`config.mk`:
```
export PLATFORM = sky130hd
export DESIGN_NAME = keypad_scan_sequencer
export DESIGN_NICKNAME = d
export VERILOG_FILES = /design/src/rtl/keypad_scan_sequencer.sv
export SDC_FILE = /design/constraint.sdc
export NUM_CORES = 1
export LEC_CHECK = 0
export ABC_AREA = 1
export CAP_MARGIN = 20
export CORE_ASPECT_RATIO = 1.1
export CORE_MARGIN = 5
export CORE_UTILIZATION = 42
export CTS_CLUSTER_SIZE = 28
export DETAILED_ROUTE_END_ITERATION = 6
export PLACE_DENSITY = 0.68
export SETUP_SLACK_MARGIN = 0.5
export SLEW_MARGIN = 0
export SYNTH_ARGS = -nofsm -noshare
export SYNTH_HDL_FRONTEND = slang
export SYNTH_SLANG_ARGS = --single-unit
```
`constraint.sdc`:
```
create_clock -name hwclk -period 1.9 [get_ports hwclk]
set_input_delay 0.475 -clock hwclk [delete_from_list [all_inputs] [get_ports hwclk]]
set_output_delay 0.475 -clock hwclk [all_outputs]
set_load 0.005 [all_outputs]
```
`src/rtl/keypad_scan_sequencer.sv`:
```
// -----------------------------------------------------------------------------
// keypad_scan_sequencer
//
// Scans a 3x3 matrix keypad one row at a time. The column levels are
// synchronized and debounced into a key code with a held/press strobe.
// While a key is being debounced or held, the active row stays frozen on it.
//
// Parameters:
//   SCAN_DIV      hwclk cycles each row is driven per scan step (3..2^20-1)
//   DEBOUNCE_CNT  consecutive matching samples to accept a press or release
//                 (2..2^20-1)
//
// Ports:
//   hwclk                      system clock (single clock domain)
//   rst                        synchronous active-high reset
//   keypad_r1..keypad_r3  out  row drives, active-low, exactly one low
//   keypad_c1..keypad_c3  in   asynchronous column inputs, low = pressed
//   button                out  last accepted key code 1..9 (0 only after reset)
//   bstate                out  high while a debounced key is held
//   key_valid             out  one-cycle pulse on each accepted press
//
// Optional feature macro: KEYPAD_GHOST_REJECT_EN
//   When defined, a capture with two or more columns low is treated as no key,
//   and an extra column going low during debounce aborts the press.
//   When undefined, priority c1 > c2 > c3 applies and extra columns are ignored.
// -----------------------------------------------------------------------------
module keypad_scan_sequencer #(
   parameter int SCAN_DIV     = 1200,
   parameter int DEBOUNCE_CNT = 120000
) (
   input  logic       hwclk,
   input  logic       rst,
   output logic       keypad_r1,
   output logic       keypad_r2,
   output logic       keypad_r3,
   input  logic       keypad_c1,
   input  logic       keypad_c2,
   input  logic       keypad_c3,
   output logic [3:0] button,
   output logic       bstate,
   output logic       key_valid
);

   typedef enum logic [1:0] {
      SCAN     = 2'd0,
      DEBOUNCE = 2'd1,
      HELD     = 2'd2
   } state_t;

   localparam logic [19:0] ROW_LAST = 20'(SCAN_DIV - 1);
   localparam logic [19:0] DEB_LAST = 20'(DEBOUNCE_CNT - 1);

   state_t      state;
   logic [2:0]  col_p0;    // raw columns, first synchronizer flop (bit0 = c1)
   logic [2:0]  col_p1;    // synchronized columns, active-low
   logic [2:0]  row_n;     // row drives r3..r1, active-low
   logic [19:0] row_cnt;
   logic [19:0] deb_cnt;
   logic [19:0] rel_cnt;
   logic [2:0]  lat_col;   // one-hot latched column, active-high
   logic [3:0]  lat_code;

   logic [2:0]  col_low;
   logic        lat_low;
   logic        other_low;
   logic        capture_ok;
   logic        deb_abort;
   logic        capture;

   // Highest-priority low column as a one-hot vector (c1 wins).
   function automatic logic [2:0] pick_col(input logic [2:0] low);
      if (low[0])      return 3'b001;
      else if (low[1]) return 3'b010;
      else if (low[2]) return 3'b100;
      else             return 3'b000;
   endfunction

   // True when two or more columns are low at once.
   function automatic logic multi_low(input logic [2:0] low);
      return (low[0] & low[1]) | (low[0] & low[2]) | (low[1] & low[2]);
   endfunction

   // Code 3*(r-1)+c from the active-low row vector and one-hot column.
   function automatic logic [3:0] key_code(input logic [2:0] rows,
                                           input logic [2:0] col);
      logic [3:0] base;
      logic [3:0] cnum;
      case (rows)
         3'b110:  base = 4'd0;
         3'b101:  base = 4'd3;
         default: base = 4'd6;
      endcase
      if (col[0])      cnum = 4'd1;
      else if (col[1]) cnum = 4'd2;
      else             cnum = 4'd3;
      return base + cnum;
   endfunction

   // r1 -> r2 -> r3 -> r1 on the active-low row vector.
   function automatic logic [2:0] next_row(input logic [2:0] rows);
      return {rows[1:0], rows[2]};
   endfunction

   assign col_low   = ~col_p1;
   assign lat_low   = |(col_low & lat_col);
   assign other_low = |(col_low & ~lat_col);

`ifdef KEYPAD_GHOST_REJECT_EN
   assign capture_ok = (|col_low) && !multi_low(col_low);
   assign deb_abort  = !lat_low || other_low;
`else
   assign capture_ok = |col_low;
   assign deb_abort  = !lat_low;
`endif

   assign capture = (state == SCAN) && (row_cnt == ROW_LAST) && capture_ok;

   assign keypad_r1 = row_n[0];
   assign keypad_r2 = row_n[1];
   assign keypad_r3 = row_n[2];

   // ---- stage p0/p1: two-flop column synchronizer ----
   always_ff @(posedge hwclk) begin
      col_p0 <= {keypad_c3, keypad_c2, keypad_c1};
      col_p1 <= col_p0;
   end

   // Key latch: row is current at the capture edge, so the code is final here.
   always_ff @(posedge hwclk) begin
      if (capture) begin
         lat_col  <= pick_col(col_low);
         lat_code <= key_code(row_n, pick_col(col_low));
      end
   end

   // ---- control FSM: scan / debounce / held ----
   always_ff @(posedge hwclk) begin
      if (rst) begin
         state     <= SCAN;
         row_n     <= 3'b110;
         row_cnt   <= '0;
         deb_cnt   <= '0;
         rel_cnt   <= '0;
         button    <= 4'd0;
         bstate    <= 1'b0;
         key_valid <= 1'b0;
      end else begin
         key_valid <= 1'b0;
         case (state)
            SCAN: begin
               if (row_cnt == ROW_LAST) begin
                  row_cnt <= '0;
                  if (capture_ok) begin
                     state   <= DEBOUNCE;
                     deb_cnt <= 20'd1;
                  end else begin
                     row_n <= next_row(row_n);
                  end
               end else begin
                  row_cnt <= row_cnt + 20'd1;
               end
            end
            DEBOUNCE: begin
               if (deb_abort) begin
                  state   <= SCAN;
                  row_n   <= next_row(row_n);
                  row_cnt <= '0;
                  deb_cnt <= '0;
               end else if (deb_cnt == DEB_LAST) begin
                  // This edge is the DEBOUNCE_CNT-th matching sample.
                  state     <= HELD;
                  deb_cnt   <= '0;
                  rel_cnt   <= '0;
                  button    <= lat_code;
                  bstate    <= 1'b1;
                  key_valid <= 1'b1;
               end else begin
                  deb_cnt <= deb_cnt + 20'd1;
               end
            end
            HELD: begin
               // Only the latched column matters here; other columns are ignored.
               if (lat_low) begin
                  rel_cnt <= '0;
               end else if (rel_cnt == DEB_LAST) begin
                  state   <= SCAN;
                  bstate  <= 1'b0;
                  row_n   <= next_row(row_n);
                  row_cnt <= '0;
                  rel_cnt <= '0;
               end else begin
                  rel_cnt <= rel_cnt + 20'd1;
               end
            end
            default: begin
               state <= SCAN;
            end
         endcase
      end
   end

endmodule

```
==> Word-level counts from Yosys, hierarchy flattened <==
Index checks and enable logic that the tools add are counted.
Widths: inputs -> output; s select.
{ "word_totals": {"regBits": 84, "latchBits": 0, "ram_bits": 0, "mem_bits_ro": 0, "in_bits": 5, "n_memories": 0} }
{ "classes": {"n_addsub": 4, "multipliers": 0, "div_mod_pow": 0, "n_lt_le_gt_ge": 0, "n_eq_ne": 16, "shift": 0, "muxes": 43, "bitwise_logic": 4, "n_reduce_logical": 16} }
{ "op_table": {"columns": ["operator", "count"], "rows": [
  ["$mux 20", 12],
  ["$pmux 20 s2", 2],
  ["$add 20x1->20 const B", 3],
  ["$pmux 20 s3", 1],
  ["$eq 20x17->1 const B", 2],
  ["$mux 3", 8],
  ["$eq 20x11->1 const B", 1],
  ["$mux 2", 8],
  ["$ne 2x2->1 const B", 7],
  ["$reduce_and 5->1", 2],
  ["$pmux 3 s3", 1],
  ["$reduce_and 3->1", 3],
  ["$reduce_or 3->1", 3],
  ["$mux 4", 2],
  ["$eq 3x3->1 const B", 2],
  ["$mux 1", 6],
  ["$pmux 2 s3", 1],
  ["$pmux 3 s2", 1],
  ["$reduce_and 6->1", 1],
  ["$add 4x4->4", 1],
  ["$reduce_and 4->1", 1],
  ["$reduce_bool 2->1", 2],
  ["$and 3x3->3", 1],
  ["$ne 3x3->1 const B", 1],
  ["9 further kinds", 11]
]} }

==> Depth between registers and ports, before layout <==
Gate-level depths: netlist of the first run.
{ "depth": {"word_depth": 9, "ltp_mapped": 13, "ltp_nobuf": 12} }

==> Worst setup path before layout of the first run <==
OpenSTA, ideal clock, no wires.
{ "synth_timing": {"path_type": "flip-flop to flip-flop", "start": "register deb_cnt[0]", "end": "register rel_cnt[16]", "setup_time_ns": 0.128, "arrival_ns": 1.526, "required_ns": 1.772, "setup_slack_ns": 0.246, "stages_incl_launch_ff": 10, "period_less_slack_ns": 1.654, "cell_sequence": "dfxtp_1 > ha_1 > nand3_2 > nor3_2 > nand3_4 > nand2_4 > buf_6 > nor2_1 > nor2_1 > nor2_1"} }
{ "synth_via": {"elab_chain_len": 3} }
{ "synth_rtl": {"columns": ["item", "line_no", "text"], "rows": [
  ["from (decl)", "58", "logic [19:0] deb_cnt;"],
  ["from (signal assigned)", "178", "deb_cnt <= deb_cnt + 20'd1;"],
  ["$eq 20x17->1", "169", "end else if (deb_cnt == DEB_LAST) begin"],
  ["$ne 2x2->1 (no source line)", null, null],
  ["$reduce_and 3->1 (no source line)", null, null],
  ["to (signal assigned)", "192", "rel_cnt <= rel_cnt + 20'd1;"],
  ["to (decl)", "59", "logic [19:0] rel_cnt;"]
]} }
No other way between the ends.
A chain may end at the register's enable or synchronous reset.

==> Final worst setup path of the first run <==
{ "layout_timing": {"start": "register deb_cnt[0]", "end": "register state[0]"} }
{ "layout_via": {"elab_chain_len": 3} }
{ "layout_rtl": {"columns": ["item", "line_no", "text"], "rows": [
  ["$eq 20x17->1", "169", null],
  ["$ne 3x3->1 (no source line)", null, null],
  ["$reduce_and 5->1 (no source line)", null, null],
  ["to (signal assigned)", "165", "state <= SCAN;"],
  ["to (signal assigned)", "171", "state <= HELD;"],
  ["to (signal assigned)", "186", "state <= SCAN;"],
  ["to (decl)", "53", "state_t state;"]
]} }
No other way between the ends.

==> metrics.cfg, run 1 <==
[run_status]
run_status = finished clean

[layout]
final_cell_area_um2 = 7320
n_antenna_cell = 0
drive_above_1_share_pct = 40.8
area_growth_pct = 50.1
fin_nets = 886

[timing]
slew_violations = 0
max_slew_margin_pct = 72.6
finalClockSkew_ps = 9.15
fin_crit_ps = 1700
whs_ps = 329
finalCritPeriodShare_pct = 89.4
clock.fmax_mhz = 589
fin_ws_ps = 202
worst_pin_slew_ps = 409
rsz0062_at_grt = true
hold_violations = 0
setup_tns_ps = 0
setup_viol = 0

[logic_synthesis]
synth_flop_cell = dfxtp_1
yosys_warnings = 0
syn_avg_cell_area_um2 = 6.38
synth_cell_types = 39
synth-seq-area-share_pct = 35.9
synth-seq-cells = 84
synth_area_um2 = 4870
syn-num-nets = 777
synth_edf_count = 7
synthArstFlopShare_pct = 0
syn_inst = 764

[setup_path]
slowest_delay_ps = 370
worstRegToRegCells = 10
crit_arrival_ps = 1980
required_ps = 2180
critPathLaunchType = flip-flop
crit_slowest_cell = dfxtp_4
path_cells = ha_4 > nand3_4 > nor2_2 > nand3_2 > o21ai_2 > buf_4 > nand3_2 > nor2_4 > nor2_1 > nor2_1
criticalPathCategory = reg2reg
cp-end-kind = flip-flop
crit_fanout = 5

[clock_network]
clk_pin_slew_ps = 70
clock_latency_ps = 360
clkSinkCount = 84
cts_tree = yes
htree_levels = 3
clk_path_buf_depth = 2
cts_root_buf = clkbuf_16
numCtsBuffers = 9

[routing]
routed_wl_um = 16000
drc = 0
drt_iter0_markers = 392
wl_per_cell_um = 15.5
drtPass1Iterations = 6
vias = 5570
ant_nets = 0
vias_per_cell = 5.42

[global_route]
antenna_found_initial = 0
grt_pass1_vias = 5104
grt_usage_pct = 20.7
grt_overflow_total = 0
grt_pass1_wl_um = 23500
grt_start_max_net_pins = 23

[floorplan]
rows = 41
die_area_um2 = 13900
start_util_pct = 42.6
io_pins = 14
die_x_um = 113
die_y_um = 123
core_um2 = 11400

[placement]
placed_area_um2 = 5490
place_ws_ps = 196
hpwl_um = 8490
gp_congestion = 0.895
portBuffers = 13

[hold_path]
hold_depth = 0
hold_class = reg2reg

[power_and_ir_drop]
power.density_nw_per_um2 = 519
power_uw = 3800
max-vdd-ir-drop_mv = 0.498
cellLeakagePower_uw = 0.00301

[job]
drv_cap = 0

[state kept, by name, indices dropped and copies added, names as in the netlist]
name	count
state	2
button	4
rel_cnt	20
row_n	3
key_valid	1
col_p0	3
lat_col	3
row_cnt	20
col_p1	3
bstate	1
lat_code	4
deb_cnt	20
[synth_stat cells (2+ instances only)]
cell type	number	area share [%]
nor2_1	144	11
nand2_1	217	17
buf_2	4	0.41
dfxtp_1	77	32
nor3_1	16	1.6
o21ai_0	25	2.6
nand2_2	3	0.39
inv_2	5	0.39
a31oi_1	2	0.26
a21oi_1	29	3.0
inv_1	93	7.2
xnor2_1	3	0.54
nand3_1	67	6.9
nand3_2	8	1.6
nand4_1	13	1.7
o21ai_2	2	0.36
ha_1	8	2.1
nand2_4	2	0.46
nor3_2	4	0.82
xor2_1	8	1.4
buf_6	3	0.69
edfxtp_1	7	4.3
o21ai_1	3	0.31
nor2_2	2	0.26
nand3_4	2	0.72
clkbuf_1	4	0.31
[cell families after synthesis]
logic type,count (synthesis),share of synthesized area (%)
simple gates,486,43.8
fa+ha+maj,8,2.05
compound gates,63,6.78
xor+xnor,11,1.98
buf+inv,112,9.50
flops,84,35.9
[cells in the final DEF, fill, tap and decap left out, drive strengths merged, types with 3 or more instances in the layout]
| cell | synthesis | layout |
|---|---|---|
| a21oi | 29 | 29 |
| buf | 10 | 99 |
| clkbuf | 4 | 11 |
| clkdlybuf4s15 | 0 | 4 |
| clkdlybuf4s50 | 0 | 4 |
| dfxtp | 77 | 77 |
| edfxtp | 7 | 7 |
| ha | 8 | 8 |
| inv | 98 | 102 |
| nand2 | 222 | 223 |
| nand3 | 77 | 77 |
| nand4 | 13 | 13 |
| nor2 | 147 | 147 |
| nor3 | 20 | 20 |
| o21ai | 30 | 30 |
| xnor2 | 3 | 3 |
| xor2 | 8 | 8 |
[what timing repair did]
item / in CTS / in global routing
gates resized for setup: 157 / 154
hold buffers: 0 / 0
setup endpoints to repair: 88 / 84
pin swaps: 49 / 55
cloned: 7 / 1
setup buffers: 37 / 25
[layer usage]
metal  vias to the layer above  share of wire (%)  global-route usage [%]
met5                         -                  0                       0
met4                         0                3.8                    10.1
met3                        72                6.4                    2.89
met2                       236                 51                    36.4
met1                      2621                 39                    24.9
li1                       2641                  -                       -
[where the power goes]
part	internal [uW]	switching (uW)	leakage (uW)	total, uW
clock network	1040	821	0.000145	1860
logic	63.0	87.7	0.00216	151
registers	1770	11.9	0.000707	1780
[worst paths after layout]
kind / startpoint / to / slack, ps
setup reg to reg: deb_cnt[0] / state[0] / 200
setup / recovery: deb_cnt[0] / state[0] / 200
hold / removal: col_p0[1] / col_p1[1] / 330
hold reg to reg: col_p0[1] / col_p1[1] / 330
[final cells by class]
class | instances | area (um^2)
Tap cell | 150 | 188
Multi-Input combinational cell | 569 | 3490
Fill cell | 876 | 4120
Timing Repair Buffer | 110 | 1080
Sequential cell | 84 | 1850
Inverter | 98 | 393
Timing Repair inverter | 1 | 11.3
Clock buffer | 9 | 225
Clock inverter | 7 | 82.6
[stage by stage]
stage,std cells,util [%]
global route,1028,64.0
detailed placement,942,48.0
finish,1028,64.0
floorplan,764,-
CTS,1002,58.3
global placement,942,48.0
[worst max-delay path: cells and delay by family, from the launching register on]
family	cells	cell delay, ps
buffers and inverters	1	140
flip-flops	1	370
adder cells (fa/ha/maj)	1	140
AND/OR/NAND/NOR	7	790
AO/OA/AOI/OAI	1	160
Power figures use the tool's default switching activity.
==> run 2: changes to the inputs <==
- SETUP_SLACK_MARGIN: 0.5 -> not set
- clock period: 1.9 -> 1.6 ns (I/O delays scaled with it)
==> run 2 against run 1 <==
- maximum frequency increased by 6.8%
- sequential power increased by 20%
- critical endpoint is now row_cnt[16]
- register-to-register slack got worse by 190 ps
- setup slack got worse by 190 ps
- total power increased by 12%
- non-clock buffer count increased by 5
- combinational power about the same
- wire length decreased by 20%
- design area decreased by 7.6%
==> metrics.cfg, run 2 (synthesis results as in run 1) <==
[clock_network]
cts_root_buf = clkbuf_16
clk_pin_slew_ps = 60  ; about the same
clock_latency_ps = 350  ; about the same
htree_levels = 3  ; unchanged
hold_buffers = 0  ; unchanged
numCtsBuffers = 9  ; unchanged
cts_tree = yes
clkSinkCount = 84  ; unchanged
clk_path_buf_depth = 2  ; unchanged

[setup_path]
r2r_slack_ps = 9  ; -190 ps
crit_fanout = 6  ; +1
cp-end-kind = flip-flop
critical_path_depth = 10  ; unchanged
path_cells = ha_4 > nand3_4 > nor2_4 > nand3_4 > nand2_4 > nand3_4 > inv_4 > buf_12 > nand2_1 > a21oi_2
r2r-start = rel_cnt[0]
path_buf_inv = 2  ; +1
worstRegToRegCells = 10  ; unchanged
crit_slowest_cell = dfxtp_2
slowest_delay_ps = 360  ; about the same
criticalPathCategory = reg2reg
cpMostUsedCell = nand3_4
required_ps = 1880  ; -300 ps
crit_arrival_ps = 1870  ; -110 ps
endpoint = row_cnt[16]
path_delay_family = simple AND/OR/NAND/NOR gates
regToRegEndpoint = row_cnt[16]
critPathLaunchType = flip-flop
critPathLaunch = rel_cnt[0]

[routing]
drc = 0  ; unchanged
wl_per_cell_um = 12.3  ; -21%
vias = 5104  ; -8.4%
ant_nets = 0  ; unchanged
vias_per_cell = 4.95  ; -8.6%
drt_iter0_markers = 314  ; -20%
drtPass1Iterations = 4  ; -2
routed_wl_um = 12700  ; -20%

[timing]
finalClockSkew_ps = 10.7  ; +1.59 ps
setup_viol = 0  ; unchanged
hold_violations = 0  ; unchanged
rsz0062_at_grt = true
worst_pin_slew_ps = 401  ; -7.93 ps
fin_crit_ps = 1590  ; -108 ps
finalCritPeriodShare_pct = 99.4  ; +10 points
slew_violations = 0  ; unchanged
setup_tns_ps = 0  ; unchanged
max_slew_margin_pct = 73.1  ; +0.53 points
clock.fmax_mhz = 629  ; +6.8%

[floorplan]
die_area_um2 = 13900  ; unchanged
die_x_um = 113  ; unchanged
start_util_pct = 42.6  ; unchanged
io_pins = 14  ; unchanged
rows = 41  ; unchanged
core_um2 = 11400  ; unchanged
die_y_um = 123  ; unchanged

[job]
drv_cap = 0  ; unchanged

[layout]
final_common_cell = nand2_1
area_growth_pct = 38.7
n_antenna_cell = 0  ; unchanged
fin_nets = 889  ; +0.34%
final_cell_area_um2 = 6760  ; -7.6%
top_regs = deb_cnt (20), rel_cnt (20), row_cnt (20)
final-instance-count-excl-fill = 1031  ; +0.29%
drive_above_1_share_pct = 31.2  ; -9.6 points
final_cell_mix = nand2_1, nor2_1, buf_4, inv_1, nand3_1

[power_and_ir_drop]
intPower_uw = 3260  ; +13%
power_frac_seq_pct = 50.2  ; +3.2 points
power.density_nw_per_um2 = 631  ; +22%
max-vdd-ir-drop_mv = 0.415  ; -17%
p_switching_uw = 1000  ; +9.0%
combPwrFrac_pct = 3.5  ; -0.5 points
p_sw_share_pct = 23.5  ; -0.73 points
power_uw = 4270  ; +12%
cellLeakagePower_uw = 0.00287  ; -4.5%
clkPwrFrac_pct = 46.2  ; -2.8 points

[global_route]
grt_pass1_vias = 4625  ; -9.4%
grt_usage_pct = 17.7  ; -2.9 points
grt_overflow_total = 0  ; unchanged
antenna_found_initial = 0  ; unchanged
grt_start_max_net_pins = 23  ; unchanged
grt_pass1_wl_um = 20300  ; -14%

[placement]
hpwl_um = 8950  ; +5.4%
dp_cells = 1005  ; +6.7%
placed_area_um2 = 5850  ; +6.5%
gp_congestion = 0.893  ; -0.23%
portBuffers = 13  ; unchanged

[run_status]
run_status = finished clean

[hold_path]
worstHoldStart = col_p0[2]
hold_class = reg2reg
hold_depth = 0  ; unchanged

-- run 2: how the worst min path moves through the flow --
| stage | end |
|---|---|
| after global routing | col_p1[1] |
| after CTS | col_p1[2] |
| after detailed placement | col_p1[2] |
| after global placement | col_p1[0] |
| after floorplan | col_p1[0] |
| final | col_p1[2] |
-- run 2: final cells by class --
cell class                      instances  area, um^2
Clock buffer                           10         229
Clock inverter                          6        48.8
Fill cell                            1050        4680
Inverter                               98         373
Multi-Input combinational cell        568        3090
Sequential cell                        84        1790
Tap cell                              150         188
Timing Repair Buffer                  115        1040
-- run 2: worst register-to-register path: stages (launching register included) --
cell     delay [ps]
dfxtp_2         360
ha_4            170
nand3_4          90
nor2_4          160
nand3_4         110
nand2_4          80
nand3_4         130
inv_4           120
buf_12          130
nand2_1          80
a21oi_2         110
-- run 2: metal layers --
| metal | track usage, % | vias up | part of all wire, % |
|---|---|---|---|
| met5 | 0 | - | 0 |
| met1 | 21.6 | 2356 | 44 |
| met4 | 7.14 | 0 | 1.8 |
| met3 | 2.59 | 21 | 2.5 |
| li1 | - | 2653 | - |
| met2 | 31.5 | 74 | 52 |
-- run 2: repair_timing --
item / 4_1_cts / 5_1_grt
setup endpoints to repair: 60 / 79
cloned: 0 / 3
hold endpoints to repair: 0 / 0
resized for setup: 27 / 150
buffers inserted: 2 / 6
pin swaps: 6 / 40
-- run 2: metrics by stage --
stage	hold slack (ps)	utilization (%)	setup WS, ps
final	327	59.1	9.38
after global routing	343	59.1	-112
after floorplan	310	-	4.53
after detailed placement	314	51.1	-66.3
after CTS	330	54.1	4.49
after global placement	311	51.1	-46.6
-- run 2: power by group through the flow --
stage	logic (uW)	registers [uW]	clock network, uW
after global routing	167	2150	2100
after global placement	134	2190	0
after CTS	137	2140	2010
final	151	2140	1970
after floorplan	74.9	2190	0
after detailed placement	134	2190	0
